<file path="src/rtl/skid_stage.sv">
// rtl/skid_stage.sv - registered valid/ready stage with 2-entry skid buffer (option: SKID_STAGE_PARITY_EN)
module skid_stage #(
   parameter int               WIDTH    = 1,
   parameter logic [WIDTH-1:0] DATA_RST = '0
) (
   input  logic             clk,
   input  logic             rst,
   input  logic             flush,
   input  logic             in_valid,
   output logic             in_ready,
   input  logic [WIDTH-1:0] in_data,
   output logic             out_valid,
   input  logic             out_ready,
   output logic [WIDTH-1:0] out_data,
   output logic [1:0]       count
`ifdef SKID_STAGE_PARITY_EN
   ,
   input  logic             in_par,
   output logic             out_par_err
`endif
);

   typedef enum logic [1:0] {
      EMPTY = 2'd0,
      ONE   = 2'd1,
      FULL  = 2'd2
   } state_t;

   state_t           state;
   state_t           state_next;
   logic [WIDTH-1:0] main_q;
   logic [WIDTH-1:0] skid_q;
   logic             in_fire;
   logic             out_fire;
   logic             load_main_in;
   logic             load_main_skid;
   logic             load_skid;

   // in_ready depends only on registered state (plus rst), never on out_ready
   assign in_ready  = (state != FULL) & ~rst;
   assign out_valid = (state != EMPTY);
   assign out_data  = main_q;
   assign count     = state;
   assign in_fire   = in_valid & in_ready;
   assign out_fire  = out_valid & out_ready;

   // next-state and register load selects
   always_comb begin
      state_next     = state;
      load_main_in   = 1'b0;
      load_main_skid = 1'b0;
      load_skid      = 1'b0;
      case (state)
         EMPTY: begin
            if (in_fire) begin
               load_main_in = 1'b1;
               state_next   = ONE;
            end
         end
         ONE: begin
            if (in_fire && out_fire) begin
               load_main_in = 1'b1;
            end else if (in_fire) begin
               load_skid  = 1'b1;
               state_next = FULL;
            end else if (out_fire) begin
               state_next = EMPTY;
            end
         end
         FULL: begin
            if (out_fire) begin
               load_main_skid = 1'b1;
               state_next     = ONE;
            end
         end
         default: state_next = EMPTY;
      endcase
   end

   // state register; rst and flush both clear everything, discarding same-cycle handshakes
   always_ff @(posedge clk) begin
      if (rst || flush) begin
         state <= EMPTY;
      end else begin
         state <= state_next;
      end
   end

   // data registers: main always drives out_data, skid only holds the overflow word
   always_ff @(posedge clk) begin
      if (rst || flush) begin
         main_q <= DATA_RST;
         skid_q <= DATA_RST;
      end else begin
         if (load_main_in) begin
            main_q <= in_data;
         end else if (load_main_skid) begin
            main_q <= skid_q;
         end
         if (load_skid) begin
            skid_q <= in_data;
         end
      end
   end

`ifdef SKID_STAGE_PARITY_EN
   logic main_par_q;
   logic skid_par_q;

   // parity bits travel beside their data words
   always_ff @(posedge clk) begin
      if (rst || flush) begin
         main_par_q <= ^DATA_RST;
         skid_par_q <= ^DATA_RST;
      end else begin
         if (load_main_in) begin
            main_par_q <= in_par;
         end else if (load_main_skid) begin
            main_par_q <= skid_par_q;
         end
         if (load_skid) begin
            skid_par_q <= in_par;
         end
      end
   end

   assign out_par_err = out_valid & (^main_q ^ main_par_q);
`endif

endmodule

</file>
<file path="config.mk">
export PLATFORM = sky130hd
export DESIGN_NAME = skid_stage
export DESIGN_NICKNAME = d
export VERILOG_FILES = /design/src/rtl/skid_stage.sv
export SDC_FILE = /design/constraint.sdc
export NUM_CORES = 1
export LEC_CHECK = 0
export ABC_AREA = 1
export CORE_AREA = 4 4 41 43
export CTS_CLUSTER_SIZE = 20
export DETAILED_ROUTE_END_ITERATION = 8
export DIE_AREA = 0 0 45 47
export PLACE_DENSITY = 0.51
export SYNTH_ARGS = -nofsm -noshare
export SYNTH_HDL_FRONTEND = slang
export SYNTH_SLANG_ARGS = --single-unit
</file>
<file path="constraint.sdc">
create_clock -name clk -period 1.3 [get_ports clk]
set_input_delay 0.39 -clock clk [delete_from_list [all_inputs] [get_ports clk]]
set_output_delay 0.39 -clock clk [all_outputs]
set_load 0.005 [all_outputs]
</file>
==> results of run 1 <==
[metal layers]
| layer | wire, um | share of wire, % | global-route usage, % | vias up |
|---|---|---|---|---|
| met5 | 0 | 0 | 0 | - |
| met4 | 14 | 2.2 | 7.02 | 0 |
| met3 | 49 | 7.8 | 1.53 | 2 |
| met2 | 265 | 42 | 11.6 | 10 |
| met1 | 297 | 47 | 7.48 | 130 |
| li1 | - | - | - | 169 |
[per-stage QoR]
step / setup slack, ns / area, um^2 / total power [W]
2_1_floorplan: 0.264 / 246 / 0.000150
3_3_place_gp: -0.567 / 410 / 0.000190
3_5_place_dp: -0.582 / 410 / 0.000190
4_1_cts: -0.0635 / 443 / 0.000345
5_1_grt: -0.0703 / 454 / 0.000365
6_report: -0.0245 / 454 / 0.000334
[how the worst min path moves through the flow]
stage | start | endpoint | depth (start not counted)
floorplan | skid_q | skid_q | 2
global placement | skid_q | skid_q | 2
detailed placement | skid_q | skid_q | 2
CTS | skid_q | skid_q | 2
global route | skid_q | skid_q | 2
finish | skid_q | skid_q | 2
[sequential cells by signal, summed over array words and instances (netlist names)]
signal and flops:
count 2, out_data 1, skid_q 1
[cell families after synthesis]
| group | Yosys count | share of synthesized area, % |
|---|---|---|
| buffers and inverters | 8 | 12.2 |
| AOI/OAI and AO/OA | 4 | 9.14 |
| and+or+nand+nor | 26 | 46.2 |
| DFF | 4 | 32.5 |
[critical path, delay by kind of cell, from the launching register on]
family / cells / cell delay, ns
buffers and inverters: 3 / 0.24
AND/OR/NAND/NOR: 2 / 0.09
flip-flops: 1 / 0.37
[timing repair]
| item | CTS | global route |
|---|---|---|
| pin swaps | 1 | 0 |
| setup endpoints to repair | 5 | 5 |
| setup buffers | 1 | 0 |
| resized for setup | 17 | 5 |
| endpoints found under the hold margin | 0 | 0 |
[final cells by class]
type	count	area [um^2]
Clock buffer	3	22.5
Sequential cell	4	85.1
Fill cell	152	847
Tap cell	15	18.8
Inverter	8	30.0
Multi-Input combinational cell	30	154
Timing Repair Buffer	17	144
[power breakdown]
| group | internal [W] | switching [W] |
|---|---|---|
| combinational | 0.0000321 | 0.0000260 |
| sequential | 0.000124 | 0.00000226 |
| clock | 0.000103 | 0.0000464 |
| total | 0.000259 | 0.0000747 |
[cell usage in the layout, fill, tap and decap left out, drive strengths merged, types with 2 or more instances in the layout]
| master | synthesis | layout |
|---|---|---|
| nand2 | 11 | 11 |
| nor2 | 9 | 9 |
| buf | 0 | 8 |
| inv | 8 | 8 |
| dlygate4sd2 | 0 | 4 |
| clkbuf | 0 | 4 |
| dfxtp | 4 | 4 |
| nand3 | 3 | 3 |
| clkdlybuf4s50 | 0 | 3 |
| a21oi | 2 | 2 |
| nor3 | 2 | 2 |
==> impl_metrics.yaml, run 1 <==
run:
  max_cap_violations: 0
timing:
  tightest_slew_ns: 0.193
  hold_viol: 0
  maxSlewViolCount: 0
  fin_crit_sh_pct: 102
  clock_skew_ns: 0.00330
  fin_tns_setup_ns: -0.0245
  setup-violations-final: 1
  fmax_mhz: 755
  worst_slack_ns: -0.0245
  rsz0062_at_grt: "yes"
  period_needed_ns: 1.32
  hold_ws_ns: 0.500
  maxSlewHeadroom_pct: 87.1
synth:
  synth-edff-count: 0
  syn_nets: 48
  synth_cell_types: 13
  yosys-top-cells-area: "dfxtp_1 32%, nand2_1 14%, nor2_1 12%"
  seq_area_frac_synth_pct: 32.5
  synth_area_um2: 246
  syn_avg_cell_area_um2: 5.87
  synth.most_common_cell: "nand2_1"
  synthTopCellsByCount: "9 x nand2_1, 8 x nor2_1, 7 x inv_1"
  ys.flop_type: "dfxtp_1"
  ys_warn_count: 0
  netlist_instances: 42
  synth_top_area_share_pct: 32.5
  synth_top_area_cell: "dfxtp_1"
  async_flop_share_pct: 0
  synth-seq-cells: 4
power:
  power_density_nw_per_um2: 735
  peakVddDrop_mv: 0.299
  leakage_nw: 0.240
layout:
  drive_above_1_share_pct: 33.9
  layout.cells.non_filler: 77
  syn2layout_area_growth_pct: 84.3
  fin_nets: 70
  diodes: 0
  utilization_pct: 34.9
critical_path:
  worstReg2RegEnd: "out_data"
  path_cells: "buf_6 > nand2_4 > nand2_4 > inv_2 > buf_2"
  endpoint_kind: "output pin"
  reg2reg_depth: 9
  worstPathArrival_ns: 0.93
  slowest_stage: "dfxtp_4"
  r2r_slack_ns: 0.22
  crit_end: "in_ready"
  worst-path-max-fanout: 5
  critPathLaunch: "count[1]"
  timing.rr.start: "count[1]"
  required_ns: 0.91
  crit_top_cell: "nand2_4"
  crit_path_max_incr_delay_ns: 0.37
  critPathLaunchType: "flip-flop"
  critical_path_class: "reg -> out"
grt:
  antenna_found_initial: 0
  first_global_vias: 303
  grt-ovfl-total: 0
  grt_usage_pct: 7.10
  grt_max_degree: 6
  grt_pass1_wl_mm: 1.07
floorplanning:
  rows: 13
  start_util_pct: 18.9
  die_h_um: 47
  coreArea_um2: 1300
  die_x_um: 45
  die_area_um2: 2120
  ios: 11
drt:
  route.antenna.remaining_nets: 0
  viasPerCell: 4.04
  wl_um: 627
  drt_iter0_drc: 2
  drc_errors: 0
  wire_per_inst_um: 8.14
  num_vias: 311
  dr.pass1.iters: 2
place:
  dp.cells: 73
  gp_congestion: 0.701
  portBuffers: 10
  dp_hpwl_um: 522
status:
  violations: "setup timing"
  outcome: "finished with violations"
clock_network:
  clock_latency_ns: 0.23
  numCtsBuffers: 3
  tritoncts: "yes"
  cts_max_level: 1
  clock_path_buffers: 2
  numClockSinks: 4
  clk_pin_slew_ns: 0.04
  hold_buffers: 0
  cts_root_buffer: "clkbuf_4"
min_path:
  hp-class: "reg -> reg"
Power figures use the tool's default switching activity.
==> run 2: changes to the inputs <==
HOLD_SLACK_MARGIN = 0.1   (was unset)
REMOVE_ABC_BUFFERS = 1   (was unset)
==> results of run 2 <==
The final DEF is identical to that of run 1; final timing and power are the same.
